===== src/rtl/player_pkg.sv =====
// Shared player-state encoding; imported by the player FSM and by the health/block bookkeeping.
package player_pkg;

  localparam int unsigned STATE_W = 4;

  typedef enum logic [STATE_W-1:0] {
    IDLE         = 4'd0,
    WALK_FWD     = 4'd1,
    WALK_BACK    = 4'd2,
    ATK_STARTUP  = 4'd3,
    ATK_ACTIVE   = 4'd4,
    ATK_RECOVERY = 4'd5,
    DIR_STARTUP  = 4'd6,
    DIR_ACTIVE   = 4'd7,
    DIR_RECOVERY = 4'd8,
    HITSTUN      = 4'd9,
    BLOCKSTUN    = 4'd10,
    DEAD         = 4'd11
  } player_state_e;

  function automatic logic is_hitbox_state(input player_state_e s);
    return (s == ATK_ACTIVE) || (s == DIR_ACTIVE);
  endfunction

  function automatic logic is_dir_state(input player_state_e s);
    return (s == DIR_STARTUP) || (s == DIR_ACTIVE) || (s == DIR_RECOVERY);
  endfunction

endpackage


===== src/rtl/player_fsm_frame_timer.sv =====
// Down-counter advanced only on frame ticks; a load on a tick takes precedence over counting.
module player_fsm_frame_timer #(
  parameter int unsigned Width = 5
) (
  input  logic             clk,
  input  logic             rst,
  input  logic             tick_i,
  input  logic             load_i,
  input  logic [Width-1:0] load_val_i,
  output logic [Width-1:0] count_o,
  output logic             zero_o
);

  logic [Width-1:0] count_q, count_d;

  always_comb begin
    count_d = count_q;
    if (tick_i) begin
      if (load_i) begin
        count_d = load_val_i;
      end else if (count_q != '0) begin
        count_d = count_q - 1'b1;
      end
    end
  end

  always_ff @(posedge clk or posedge rst) begin
    if (rst) begin
      count_q <= '0;
    end else begin
      count_q <= count_d;
    end
  end

  assign count_o = count_q;
  assign zero_o  = (count_q == '0);

endmodule


===== src/rtl/player_fsm.sv =====
// Per-player fighting-game state machine: movement, attacks, stun and KO, stepped on frame ticks.
module player_fsm
  import player_pkg::*;
#(
  parameter int unsigned AtkStartup  = 4,
  parameter int unsigned AtkActive   = 2,
  parameter int unsigned AtkRecovery = 12,
  parameter int unsigned HitstunT    = 15,
  parameter int unsigned BlockstunT  = 10,
  parameter int unsigned CntW        = 5
) (
  input  logic               clk,
  input  logic               rst,
  input  logic               frame_tick,
  input  logic               btn_left,
  input  logic               btn_right,
  input  logic               btn_attack,
  input  logic               facing_right,
  input  logic               hit_in,
  input  logic [2:0]         health_in,
  output logic [STATE_W-1:0] state,
  output logic               hitbox_active,
  output logic               dir_attack
);

  player_state_e state_q, state_d;
  logic          attack_prev_q, attack_prev_d;
  logic          hitbox_q, dir_q;
  logic          fwd, back, atk_edge;
  logic          timer_load, timer_zero;
  logic [CntW-1:0] timer_val, timer_cnt;

  assign fwd      = facing_right ? (!btn_left && btn_right) : (btn_left && !btn_right);
  assign back     = facing_right ? (btn_left && !btn_right) : (!btn_left && btn_right);
  assign atk_edge = btn_attack && !attack_prev_q;

  always_comb begin
    state_d       = state_q;
    attack_prev_d = attack_prev_q;
    if (frame_tick) begin
      attack_prev_d = btn_attack;
      if (health_in == 3'd0) begin
        state_d = DEAD;
      end else begin
        case (state_q)
          IDLE, WALK_FWD, WALK_BACK: begin
            if (hit_in)        state_d = back ? BLOCKSTUN : HITSTUN;
            else if (atk_edge) state_d = fwd ? DIR_STARTUP : ATK_STARTUP;
            else if (fwd)      state_d = WALK_FWD;
            else if (back)     state_d = WALK_BACK;
            else               state_d = IDLE;
          end
          ATK_STARTUP:  state_d = hit_in ? HITSTUN : (timer_zero ? ATK_ACTIVE   : state_q);
          ATK_ACTIVE:   state_d = hit_in ? HITSTUN : (timer_zero ? ATK_RECOVERY : state_q);
          ATK_RECOVERY: state_d = hit_in ? HITSTUN : (timer_zero ? IDLE         : state_q);
          DIR_STARTUP:  state_d = hit_in ? HITSTUN : (timer_zero ? DIR_ACTIVE   : state_q);
          DIR_ACTIVE:   state_d = hit_in ? HITSTUN : (timer_zero ? DIR_RECOVERY : state_q);
          DIR_RECOVERY: state_d = hit_in ? HITSTUN : (timer_zero ? IDLE         : state_q);
          // Stuns ignore further hits so the consumer sees exactly one entry per stun.
          HITSTUN, BLOCKSTUN: state_d = timer_zero ? IDLE : state_q;
          DEAD:               state_d = DEAD;
          default:            state_d = IDLE;
        endcase
      end
    end
  end

  // Every timed-state entry is a state change, so loading on change covers all entries.
  always_comb begin
    timer_val = '0;
    case (state_d)
      ATK_STARTUP, DIR_STARTUP:   timer_val = CntW'(AtkStartup - 1);
      ATK_ACTIVE, DIR_ACTIVE:     timer_val = CntW'(AtkActive - 1);
      ATK_RECOVERY, DIR_RECOVERY: timer_val = CntW'(AtkRecovery - 1);
      HITSTUN:                    timer_val = CntW'(HitstunT - 1);
      BLOCKSTUN:                  timer_val = CntW'(BlockstunT - 1);
      default:                    timer_val = '0;
    endcase
  end

  assign timer_load = frame_tick && (state_d != state_q);

  player_fsm_frame_timer #(
    .Width(CntW)
  ) u_timer (
    .clk        (clk),
    .rst        (rst),
    .tick_i     (frame_tick),
    .load_i     (timer_load),
    .load_val_i (timer_val),
    .count_o    (timer_cnt),
    .zero_o     (timer_zero)
  );

  always_ff @(posedge clk or posedge rst) begin
    if (rst) begin
      state_q       <= IDLE;
      attack_prev_q <= 1'b1;
      hitbox_q      <= 1'b0;
      dir_q         <= 1'b0;
    end else begin
      state_q       <= state_d;
      attack_prev_q <= attack_prev_d;
      hitbox_q      <= is_hitbox_state(state_d);
      dir_q         <= is_dir_state(state_d);
    end
  end

  assign state         = state_q;
  assign hitbox_active = hitbox_q;
  assign dir_attack    = dir_q;

endmodule


===== config.mk =====
export PLATFORM = sky130hd
export DESIGN_NAME = player_fsm
export DESIGN_NICKNAME = d
export VERILOG_FILES = /design/src/rtl/player_pkg.sv /design/src/rtl/player_fsm_frame_timer.sv /design/src/rtl/player_fsm.sv
export SDC_FILE = /design/constraint.sdc
export NUM_CORES = 1
export LEC_CHECK = 0
export CAP_MARGIN = 20
export CELL_PAD_IN_SITES_DETAIL_PLACEMENT = 2
export CELL_PAD_IN_SITES_GLOBAL_PLACEMENT = 2
export CORE_MARGIN = 4
export CORE_UTILIZATION = 33
export CTS_CLUSTER_SIZE = 10
export DETAILED_ROUTE_END_ITERATION = 8
export PLACE_DENSITY = 0.9
export RECOVER_POWER = 25
export SYNTH_ARGS = -nofsm -noshare
export SYNTH_HDL_FRONTEND = slang
export SYNTH_SLANG_ARGS = --single-unit
export TNS_END_PERCENT = 20

===== constraint.sdc =====
create_clock -name clk -period 3.38 [get_ports clk]
set_input_delay 0.507 -clock clk [delete_from_list [all_inputs] [get_ports clk]]
set_output_delay 0.507 -clock clk [all_outputs]
set_load 0.05 [all_outputs]

==> results.yml <==
grt:
  antenna_found_initial: 0
  grt_start_max_net_pins: 21
  grt_use_total_pct: 22.0
  grt_pass1_vias: 1396
  grt_pass1_wl_um: 7380
  grt-ovfl-total: 0
synth:
  avgSynthCellArea_um2: 8.56
  synth_warnings: 0
  syn_inst: 142
  synth_edf_count: 0
  synth_cell_type_count: 56
  async_flop_share_pct: 100
  synth_ff_type: "dfrtp_1"
  synthTopCellsByArea: "dfrtp_1 23%, ha_1 7.2%, inv_1 3.7%"
  yosys.area.top_type_share_pct: 22.6
  synth_area_um2: 1220
  yosys_register_bits: 12
  yosysTopAreaCell: "dfrtp_1"
  seq_area_frac_synth_pct: 24.8
  synth_fp_nets: 160
clock_network:
  cts.sinks: 12
  cts_setup_buffers: 0
  htreeDepth: 1
  clk_pin_slew_ns: 0.06
  cts_buffer_depth: 2
  clk_latency_ns: 0.26
  numCtsBuffers: 3
  cts_root_buf: "clkbuf_8"
  cts_tree: "yes"
drt:
  vias: 1258
  wl_per_cell_um: 21.8
  drc: 0
  ant_nets: 0
  first_pass_iters: 4
  drt_iter0_markers: 54
  viasPerCell: 6.17
  wirelength_um: 4450
sta:
  hold_viol: 0
  rsz0062_at_grt: "false"
  fin_setup_tns_ns: 0
  finClkSkew_ns: 0.00734
  slew_headroom_pct: 50.0
  tightest_slew_ns: 0.750
  slew_violations: 0
  timing.fmax_ghz: 0.318
  setup_viol: 0
  whs_ns: 0.597
  timing.final.crit_share_pct: 93.1
  min_period_ns: 3.15
  fin_ws_ns: 0.232
worst_setup_path:
  cp_max_fo: 5
  r2r_start: "u_timer.count_o[0]"
  cp-start-kind: "primary input"
  worstPathRequired_ns: 3.50
  reg2regPathDepth: 13
  ff2ff_setup_slack_ns: 0.42
  reg2reg_to: "u_timer.count_o[1]"
  arrival_ns: 3.26
  end_kind: "flip-flop"
  critPathLaunch: "btn_left"
  crit_end: "u_timer.count_o[0]"
  worst-setup-path-type: "in2reg"
floorplan:
  die_w_um: 68.7
  core_area_um2: 3440
  fp.dieArea_um2: 4720
  ios: 17
  dieHeight_um: 68.7
  initial_core_util_pct: 35.3
  fp-row-count: 21
placed_design:
  dp_cells: 200
  hpwlAfterDp_um: 3180
  gp_congestion: 0.831
  dp_slack_ns: -0.136
  port_buffers: 16
finish:
  instances_no_fill: 204
  nNetsFinal: 177
  diodes: 0
  layout-drive-gt1-share_pct: 15.8
  areaGrowthSynthToFinish_pct: 22.6
pwr:
  cellLeakagePower_nw: 0.586
  power_mw: 1.36
  ir_worst_vdd_v: 0.000558
  p_per_area_nw_per_um2: 909
run_status:
  status: "completed"
job:
  drv_cap: 0
worst_hold_path:
  min_path_type: "reg2reg"
-- metal layers --
metal,vias up,GRT usage (%),routed length [µm]
li1,575,-,-
met1,638,25.6,1770
met2,30,37.3,2330
met3,15,3.89,165
met4,0,13.1,184
met5,-,0,0
-- layout make-up --
type | instances | area, µm²
Fill cell | 377 | 1950
Inverter | 14 | 52.6
Clock buffer | 4 | 55.1
Timing Repair Buffer | 20 | 190
Sequential cell | 12 | 302
Tap cell | 46 | 57.6
Multi-Input combinational cell | 108 | 835
-- sequential cells by signal, summed over array words and instances, names as in the netlist --
signal           count
attack_prev_q        1
dir_attack           1
u_timer.count_o      5
hitbox_active        1
state                4
-- layout by cell type (no fill, tap or decap), drive strengths merged, types with 3 or more instances in the layout --
| cell type | synthesis | routed |
|---|---|---|
| o22ai | 4 | 4 |
| nor3 | 5 | 5 |
| nand2 | 7 | 7 |
| inv | 13 | 13 |
| clkdlybuf4s50 | 0 | 15 |
| clkbuf | 1 | 4 |
| a31oi | 4 | 4 |
| o221ai | 4 | 4 |
| o211ai | 5 | 5 |
| nand2b | 4 | 4 |
| buf | 7 | 4 |
| nand3 | 6 | 6 |
| mux2i | 3 | 3 |
| dfrtp | 11 | 11 |
| a21oi | 5 | 5 |
| nor4b | 3 | 3 |
| o31ai | 3 | 3 |
| ha | 7 | 7 |
| nor2 | 11 | 11 |
-- cell families after synthesis --
family	Yosys count	synth area share [%]
AOI/OAI and AO/OA	43	27.8
adders and majority gates	7	7.20
buffers and inverters	22	8.23
DFF	12	24.8
muxes	4	4.42
and+or+nand+nor	54	27.6
-- worst max-delay path: stages --
cell and delay [ns]:
clkdlybuf4s50_1 0.52, nand3b_1 0.12, o21ai_0 0.08, ha_1 0.32
nor4b_2 0.17, nor3_1 0.21, o2111a_1 0.27, a22oi_2 0.09
buf_4 0.18, ha_2 0.21, nor2_1 0.18, o22ai_1 0.14
o211ai_1 0.13, o221ai_1 0.14
-- cell usage after synthesis (2+ instances only) --
| master | n |
|---|---|
| a31oi_1 | 4 |
| nand4_1 | 2 |
| inv_1 | 12 |
| nand2b_1 | 4 |
| o211ai_1 | 5 |
| ha_1 | 7 |
| mux2i_1 | 2 |
| a21oi_1 | 5 |
| or3b_1 | 2 |
| a211oi_1 | 2 |
| a221o_1 | 2 |
| o221ai_1 | 2 |
| nand2_1 | 7 |
| nor2_1 | 11 |
| nand3_1 | 6 |
| a211o_1 | 2 |
| a311o_1 | 2 |
| dfrtp_1 | 11 |
| o31ai_1 | 3 |
| nor3_1 | 4 |
| nor4b_1 | 2 |
| o221ai_2 | 2 |
| buf_2 | 5 |
| o21ai_0 | 2 |
| o22ai_1 | 4 |
| nand3b_1 | 2 |
-- power breakdown --
part / leakage [nW] / internal [mW] / switching, mW / total (mW)
logic: 0.410 / 0.338 / 0.538 / 0.876
clock network: 0.0288 / 0.103 / 0.0605 / 0.164
registers: 0.147 / 0.197 / 0.118 / 0.316
-- worst min path at each step --
stage | from | end | slack [ns] | depth (start not counted)
after detailed placement | u_timer.count_o[4] | u_timer.count_o[4] | 0.59 | 2
after floorplan | rst | dir_attack | 0.37 | 1
after global routing | u_timer.count_o[4] | u_timer.count_o[4] | 0.64 | 2
after global placement | u_timer.count_o[4] | u_timer.count_o[4] | 0.56 | 2
after CTS | rst | u_timer.count_o[2] | 0.59 | 2
final | u_timer.count_o[4] | u_timer.count_o[4] | 0.60 | 2
-- metrics by stage --
step / area (µm²) / utilization [%]
2_1_floorplan: 1220 / -
3_3_place_gp: 1420 / 41.1
3_5_place_dp: 1420 / 41.1
4_1_cts: 1470 / 42.7
5_1_grt: 1490 / 43.3
6_report: 1490 / 43.3
-- what timing repair did --
item / CTS / global route
endpoints found under the setup margin: 0 / 3
hold buffers: 0 / 0
resized for setup: 0 / 4
Power figures use the tool's default switching activity.
